[src/rtl/nrisc_multiciclo.sv]
// nrisc_multiciclo -- multi-cycle nRisc core with parametrised data/PC width.
//
// Executes the 8-bit nRisc instruction encoding (two registers r0/r1) as a
// FETCH/DECODE/EXEC/MEM/WB state machine. Instruction and data memories are
// reached through req/ack handshakes, so memories with wait states work.
//
// Parameters:
//   DATA_W  datapath, register and data-memory width (>= 5)
//   PC_W    program counter / instruction address width (>= 5)
//
// Ports:
//   clock, reset            rising-edge clock, synchronous active-high reset
//   imem_req/addr/rdata/ack instruction fetch handshake (addr = pc)
//   dmem_req/we/addr/wdata  data access request (addr = zext(imm4), wdata = ra)
//   dmem_rdata/ack          load data and access completion
//   halted                  core has executed HALT (only reset exits)
//   pc_out                  current program counter
//
// Optional feature, enabled by defining NRISC_RETIRE_EN:
//   retire   one-cycle pulse on the last cycle of each completed instruction
//   instret  32-bit retired-instruction counter (wraps)

module nrisc_multiciclo #(
    parameter int unsigned DATA_W = 8,
    parameter int unsigned PC_W   = 8
) (
    input  logic              clock,
    input  logic              reset,
    output logic              imem_req,
    output logic [PC_W-1:0]   imem_addr,
    input  logic [7:0]        imem_rdata,
    input  logic              imem_ack,
    output logic              dmem_req,
    output logic              dmem_we,
    output logic [DATA_W-1:0] dmem_addr,
    output logic [DATA_W-1:0] dmem_wdata,
    input  logic [DATA_W-1:0] dmem_rdata,
    input  logic              dmem_ack,
    output logic              halted,
    output logic [PC_W-1:0]   pc_out
`ifdef NRISC_RETIRE_EN
    ,
    output logic              retire,
    output logic [31:0]       instret
`endif
);

    typedef enum logic [2:0] {
        S_FETCH,
        S_DECODE,
        S_EXEC,
        S_MEM,
        S_WB,
        S_HALT
    } state_t;

    typedef enum logic [2:0] {
        OP_ADD,
        OP_SUB,
        OP_ADDI,
        OP_LW,
        OP_SW,
        OP_BEQ,
        OP_J,
        OP_HALT
    } op_t;

    state_t            state_q, state_d;
    logic [PC_W-1:0]   pc_q, pc_d;
    logic [7:0]        ir_q, ir_d;
    logic [DATA_W-1:0] r0_q, r0_d;
    logic [DATA_W-1:0] r1_q, r1_d;
    logic [DATA_W-1:0] a_q, a_d;
    logic [DATA_W-1:0] b_q, b_d;
    logic [DATA_W-1:0] res_q, res_d;
    logic              imem_req_q, imem_req_d;
    logic              dmem_req_q, dmem_req_d;
    logic              dmem_we_q, dmem_we_d;
    logic [DATA_W-1:0] dmem_addr_q, dmem_addr_d;
    logic [DATA_W-1:0] dmem_wdata_q, dmem_wdata_d;
    logic              halted_q, halted_d;
    logic              retire_c;

    op_t               op;
    logic              ra;
    logic              rb;
    logic [DATA_W-1:0] imm4_sx;
    logic [DATA_W-1:0] imm4_zx;
    logic [PC_W-1:0]   imm3_sx;
    logic [PC_W-1:0]   imm5_zx;

    always_comb begin
        op      = op_t'(ir_q[7:5]);
        ra      = ir_q[4];
        rb      = ir_q[3];
        imm4_sx = DATA_W'($signed(ir_q[3:0]));
        imm4_zx = DATA_W'(ir_q[3:0]);
        imm3_sx = PC_W'($signed(ir_q[2:0]));
        imm5_zx = PC_W'(ir_q[4:0]);

        state_d  = state_q;
        pc_d     = pc_q;
        ir_d     = ir_q;
        r0_d     = r0_q;
        r1_d     = r1_q;
        a_d      = a_q;
        b_d      = b_q;
        res_d    = res_q;
        retire_c = 1'b0;

        case (state_q)
            S_FETCH: begin
                // Ack only counts once our request is actually visible.
                if (imem_req_q && imem_ack) begin
                    ir_d    = imem_rdata;
                    pc_d    = pc_q + PC_W'(1);
                    state_d = S_DECODE;
                end
            end
            S_DECODE: begin
                a_d     = ra ? r1_q : r0_q;
                b_d     = rb ? r1_q : r0_q;
                state_d = S_EXEC;
            end
            S_EXEC: begin
                case (op)
                    OP_ADD:  begin res_d = a_q + b_q;     state_d = S_WB; end
                    OP_SUB:  begin res_d = a_q - b_q;     state_d = S_WB; end
                    OP_ADDI: begin res_d = a_q + imm4_sx; state_d = S_WB; end
                    OP_LW:   state_d = S_MEM;
                    OP_SW:   state_d = S_MEM;
                    OP_BEQ: begin
                        // pc already points past the BEQ here.
                        if (a_q == b_q) pc_d = pc_q + imm3_sx;
                        state_d  = S_FETCH;
                        retire_c = 1'b1;
                    end
                    OP_J: begin
                        pc_d     = imm5_zx;
                        state_d  = S_FETCH;
                        retire_c = 1'b1;
                    end
                    OP_HALT: begin
                        state_d  = S_HALT;
                        retire_c = 1'b1;
                    end
                endcase
            end
            S_MEM: begin
                if (dmem_req_q && dmem_ack) begin
                    if (op == OP_LW) begin
                        res_d   = dmem_rdata;
                        state_d = S_WB;
                    end else begin
                        state_d  = S_FETCH;
                        retire_c = 1'b1;
                    end
                end
            end
            S_WB: begin
                if (ra) r1_d = res_q;
                else    r0_d = res_q;
                state_d  = S_FETCH;
                retire_c = 1'b1;
            end
            S_HALT:  state_d = S_HALT;
            default: state_d = S_FETCH;
        endcase

        // Request outputs are registered from the next state so they are
        // high from the first cycle of the state and held until ack.
        imem_req_d   = (state_d == S_FETCH);
        dmem_req_d   = (state_d == S_MEM);
        dmem_we_d    = (state_d == S_MEM) && (op == OP_SW);
        halted_d     = (state_d == S_HALT);
        dmem_addr_d  = dmem_addr_q;
        dmem_wdata_d = dmem_wdata_q;
        if (state_q == S_EXEC && state_d == S_MEM) begin
            dmem_addr_d  = imm4_zx;
            dmem_wdata_d = a_q;
        end
    end

`ifdef NRISC_RETIRE_EN
    logic [31:0] instret_q, instret_d;

    always_comb begin
        instret_d = instret_q + 32'(retire_c);
    end
`endif

    always_ff @(posedge clock) begin
        if (reset) begin
            state_q      <= S_FETCH;
            pc_q         <= '0;
            ir_q         <= '0;
            r0_q         <= '0;
            r1_q         <= '0;
            a_q          <= '0;
            b_q          <= '0;
            res_q        <= '0;
            imem_req_q   <= 1'b0;
            dmem_req_q   <= 1'b0;
            dmem_we_q    <= 1'b0;
            dmem_addr_q  <= '0;
            dmem_wdata_q <= '0;
            halted_q     <= 1'b0;
`ifdef NRISC_RETIRE_EN
            instret_q    <= '0;
`endif
        end else begin
            state_q      <= state_d;
            pc_q         <= pc_d;
            ir_q         <= ir_d;
            r0_q         <= r0_d;
            r1_q         <= r1_d;
            a_q          <= a_d;
            b_q          <= b_d;
            res_q        <= res_d;
            imem_req_q   <= imem_req_d;
            dmem_req_q   <= dmem_req_d;
            dmem_we_q    <= dmem_we_d;
            dmem_addr_q  <= dmem_addr_d;
            dmem_wdata_q <= dmem_wdata_d;
            halted_q     <= halted_d;
`ifdef NRISC_RETIRE_EN
            instret_q    <= instret_d;
`endif
        end
    end

    assign imem_req   = imem_req_q;
    assign imem_addr  = pc_q;
    assign dmem_req   = dmem_req_q;
    assign dmem_we    = dmem_we_q;
    assign dmem_addr  = dmem_addr_q;
    assign dmem_wdata = dmem_wdata_q;
    assign halted     = halted_q;
    assign pc_out     = pc_q;

`ifdef NRISC_RETIRE_EN
    // retire is combinational: a store completes on the ack cycle itself.
    assign retire  = retire_c;
    assign instret = instret_q;
`else
    logic unused_retire;
    assign unused_retire = retire_c;
`endif

endmodule

[config.mk]
export PLATFORM = sky130hd
export DESIGN_NAME = nrisc_multiciclo
export DESIGN_NICKNAME = d
export VERILOG_FILES = /design/src/rtl/nrisc_multiciclo.sv
export SDC_FILE = /design/constraint.sdc
export NUM_CORES = 1
export LEC_CHECK = 0
export CORE_MARGIN = 2
export CORE_UTILIZATION = 51
export DETAILED_ROUTE_END_ITERATION = 10
export MAX_ROUTING_LAYER = met4
export PLACE_DENSITY = 0.77
export SLEW_MARGIN = 20
export SYNTH_ARGS = -nofsm -noshare
export SYNTH_HDL_FRONTEND = slang
export SYNTH_SLANG_ARGS = --single-unit
[constraint.sdc]
create_clock -name clock -period 3.3 [get_ports clock]
set_clock_uncertainty 0.15 [all_clocks]
set_input_delay 0.495 -clock clock [delete_from_list [all_inputs] [get_ports clock]]
set_output_delay 0.495 -clock clock [all_outputs]
set_load 0.01 [all_outputs]
; Yosys cells after proc, flatten, opt, wreduce, memory -nomap -nowiden
; Index checks and enable logic that the tools add are counted.
[classes]
addsub = 5
mul = 0
n_div = 0
magnitude_cmp = 0
eq_ne = 21
shifts = 0
n_mux = 15
bitwise = 1
n_reduce_logical = 17
[op_table]
columns = op, n
row1 = $mux W8, 6
row2 = $pmux W8 S2, 3
row3 = $add A8 B8 Y8, 3
row4 = $pmux W8 S3, 1
row5 = $eq A3 B3 Y1 const B, 7
row6 = $eq A3 B2 Y1 const B, 5
row7 = $pmux W3 S5, 1
row8 = $pmux W3 S4, 1
row9 = $logic_not A3 Y1, 3
row10 = $mux W3, 3
row11 = $add A8 B1 Y8 const B, 1
row12 = $eq A8 B8 Y1, 1
row13 = $reduce_and A4 Y1, 2
row14 = $sub A8 B8 Y8, 1
row15 = $eq A3 B1 Y1 const B, 2
row16 = $ne A2 B2 Y1 const B, 3
row17 = $reduce_and A2 Y1, 3
row18 = $logic_and A1 B1 Y1, 4
row19 = $ne A4 B1 Y1 const B, 1
row20 = $reduce_bool A2 Y1, 2
row21 = $reduce_or A2 Y1, 2
row22 = $ne A3 B1 Y1 const B, 1
row23 = $ne A3 B3 Y1 const B, 1
row24 = $reduce_or A3 Y1, 1
row25 = $not A1 Y1, 1
[totals]
ff_bits = 75
latch_bits = 0
mem_bits_rw = 0
romBits = 0
input_bits = 20
out_inout_bits = 36
word_cells = 73
mem_count = 0

; Logic depth before layout (Yosys ltp)
[depth]
word_depth = 6
depth_mapped = 11
depth_no_buf = 9

; Worst setup path after synthesis
; No wires, ideal clock.
[synth_timing]
kind = register to register
from = register ir_q[7]
to = register res_q[6]
arrival_ps = 3110
t_required_ps = 3090
slack_ps = -20
path_stages_with_launch = 12
n_path_buf = 2
period_less_slack_ps = 3320
path_cell_list = dfxtp_1 -> buf_2 -> or3b_2 -> clkbuf_1 -> mux2_2 -> ha_1 -> fa_1 -> a211oi_1 -> nor2_1 -> or4b_1 -> a311oi_1 -> a32o_1
[synth_between]
elab_chain_len = 3
word_cells_on_any_way = 9
cone_classes = 5 x eq/ne / 2 x mux / 2 x reduce/logical
[synth_lines]
columns = element, line_no
row1 = "start, declared", 70  ; logic [7:0] ir_q, ir_d;
row2 = "start signal, assigned", 214  ; ir_q <= ir_d;
row3 = $eq A3 B2 Y1 (tied with other cells), 126  ; case (op)
row4 = $pmux W8 S3 (tied with other cells), 126
row5 = $pmux W8 S2 / $reduce_and A4 Y1 (equally long branches), --
row6 = "end signal, assigned", 219  ; res_q <= res_d;
row7 = "end, declared", 75  ; logic [DATA_W-1:0] res_q, res_d;
; Several ways; a longest one is shown, not always the timed one.
; A chain may end at the register's enable or synchronous reset.

; Worst setup path in the final report
[layout_timing]
from = register ir_q[5]
to = register res_q[6]
; The elaborated chain is that of the path after synthesis.

==> metrics.cfg <==
[final_layout]
nNetsFinal = 613
drive_gt1_frac = 0.0874
area_growth_pct = 17.0
fin_cells = 680
final-seq-area_mm2 = 0.00150
n_antenna_cell = 0
num-fill-cells = 767
multi_input_area_mm2 = 0.00269
fin_area_mm2 = 0.00520

[power_and_ir_drop]
p_switching_uw = 607
ir_worst_vdd_mv = 0.284
pwr-share-comb = 0.171
power_frac_seq = 0.471
p_leak_uw = 0.00186
p_int_uw = 1470
p_clk_frac = 0.359
power_density_mw_per_mm2 = 398
p_sw_frac = 0.293
finalPower_uw = 2070

[global_routing]
grtUsageTotal = 0.248
grt_max_degree = 51
grt_pass1_wl_um = 18700
grt.overflow.total = 0
antenna_found_initial = 0
grt_pass1_vias = 3884

[synthesis]
synthArstFlopShare = 0
yosys_warnings = 0
synth_area_leader_cell = dfxtp_1
synth_top_area_share = 0.338
ys.flop_type = dfxtp_1
synth_commonest_cells = dfxtp_1 (75), nor2_1 (64), nand2_1 (56)
synth_seq_area_share = 0.338
postSynthAreaPerCell_um2 = 8.39
synthMostInstantiatedCell = dfxtp_1
ys_seq_elements = 75
synth_cell_types = 66
synthesis.area_mm2 = 0.00445
syn_inst = 530
synth_edf_count = 0
synthTopCellsByArea = dfxtp_1 (34%), mux2i_1 (8.3%), ha_1 (6.5%), a211oi_1 (6.2%), nor2_1 (5.4%)

[place]
port_buffers = 51
dp_cells = 664
gp_congestion = 1.05
dp_hpwl_um = 8590
place_area_mm2 = 0.00499

[clock_tree]
cts_sinks = 75
cts_buffers = 9
cts_max_level = 3
clockRootBuffer = clkbuf_8
ctsHoldBuffers = 0
clockBufferDepth = 2
clk_pin_slew_ns = 0.08
clk_latency_ns = 0.35
cts_tree = done

[timing]
period_needed_ns = 3.19
slew_headroom = 0.310
fmax_ghz = 0.314
setup_viol_count_final = 0
worst-slew-pin-transition_ns = 1.03
slew_viol_final = 0
hold_viol_final = 0
post-route-period-util = 0.966

[critical_path]
critPathCaptureType = flip-flop
crit_arrival_ns = 3.33
cp_slowest_stage_delay_ns = 0.49
critical_path.cell_chain = or3b_2 > mux2_2 > ha_1 > fa_2 > a211oi_2 > nor2_1 > or4b_1 > a311oi_1 > a32o_1
crit_fanout = 3
required_ns = 3.44
critPathLaunchType = flip-flop
crit_type = reg2reg
crit_slowest_cell = or3b_2

[hold_path]
hp-class = reg2reg

[run_status]
run_status = completed

[die]
die-area_mm2 = 0.00948
rows = 34
fp.dieW_um = 97.4
core_area_mm2 = 0.00859
ios = 56
start_util = 0.518
die_h_um = 97.4

[routing]
viasPerCell = 5.94
initialDrtViolationCount = 182
post-route-drc-count = 0
wire_per_inst_um = 16.9
drt_wl_total_um = 11500
drtPass1Iterations = 5
ant_nets = 0
num_vias = 4036

[job]
drv_cap = 0

[cell families (layout without fill, tap and decap cells)]
group | Yosys count | count (layout) | share of synthesized area
simple gates | 184 | 184 | 0.202
compound gates | 139 | 139 | 0.213
other cells | 1 | 4 | 0.000843
fa+ha+maj | 26 | 26 | 0.0782
flops | 75 | 75 | 0.338
xor+xnor | 9 | 9 | 0.0177
buf+inv | 57 | 96 | 0.0624
mux | 39 | 39 | 0.0883
[sequential cells by signal, summed over array words and instances (netlist names)]
name,flops
a_q,8
b_q,8
dmem_addr,4
dmem_req,1
dmem_wdata,8
dmem_we,1
halted,1
imem_addr,8
imem_req,1
ir_q,8
r0_q,8
r1_q,8
res_q,8
state_q,3
[worst max-delay path, delay by kind of cell (launching register included)]
kind	cells	cell delay, ns
multiplexers	1	0.29
flip-flops	1	0.31
AND/OR/NAND/NOR	3	1.08
adder cells (fa/ha/maj)	2	0.61
AO/OA/AOI/OAI	3	0.67
[path summary, 6_finish.rpt]
| path | start | endpoint | slack, ns | depth (start not counted) |
|---|---|---|---|---|
| worst max-delay path | ir_q[5]$_SDFFE_PP0P_ | res_q[6]$_SDFFE_PP0P_ | 0.11 | 9 |
| worst min-delay path | r0_q[3]$_SDFFE_PP0P_ | r0_q[3]$_SDFFE_PP0P_ | 0.32 | 2 |
| worst max register to register | ir_q[5]$_SDFFE_PP0P_ | res_q[6]$_SDFFE_PP0P_ | 0.11 | 9 |
| worst min register to register | r0_q[3]$_SDFFE_PP0P_ | r0_q[3]$_SDFFE_PP0P_ | 0.32 | 2 |
[cell type report]
cell class,instances,share of cell area
Clock buffer,10,0.0264
Clock inverter,6,0.0137
Inverter,15,0.0108
Multi-Input combinational cell,401,0.517
Sequential cell,75,0.288
Tap cell,108,0.0260
Timing Repair Buffer,65,0.117
[power by group through the flow]
stage | Combinational, µW | Sequential, µW | Clock (µW)
2_1_floorplan | 259 | 977 | 0
3_3_place_gp | 339 | 995 | 0
3_5_place_dp | 348 | 996 | 0
4_1_cts | 350 | 975 | 757
5_1_grt | 391 | 979 | 792
6_report | 354 | 976 | 744
[metal layers]
| layer | wire (µm) | vias to the layer above | global-route usage |
|---|---|---|---|
| li1 | - | 1990 | - |
| met1 | 4850 | 1907 | 0.290 |
| met2 | 5940 | 119 | 0.441 |
| met3 | 537 | 20 | 0.0475 |
| met4 | 201 | 0 | 0.0566 |
| met5 | 0 | - | - |
[cell usage in the layout, fill, tap and decap left out, drive strengths merged, types with 5 or more instances in the layout]
cell type,n
a211oi,37
a21o,11
a21oi,36
buf,15
clkbuf,10
clkdlybuf4s50,50
dfxtp,75
ha,23
inv,16
mux2i,37
nand2,56
nand3,6
nand3b,6
nand4,6
nor2,64
nor3,11
o21ai,18
o31ai,5
or3b,5
or4,5
xnor2,6
[per-stage QoR]
step / util / setup WS [ns] / hold WS [ns] / TNS, ns
global placement: 0.581 / 0.150 / 0.306 / 0
global route: 0.606 / -0.0114 / 0.351 / -0.0114
finish: 0.606 / 0.111 / 0.324 / 0
detailed placement: 0.581 / 0.0941 / 0.314 / 0
CTS: 0.605 / 0.0770 / 0.326 / 0
floorplan: - / 0.00909 / 0.290 / 0
[what timing repair did]
item                                    in CTS  in global routing
buffers inserted                             0                  0
endpoints found under the setup margin       0                  1
gates resized for setup                      0                  2
No activity file was read; power rests on OpenSTA's default activity.
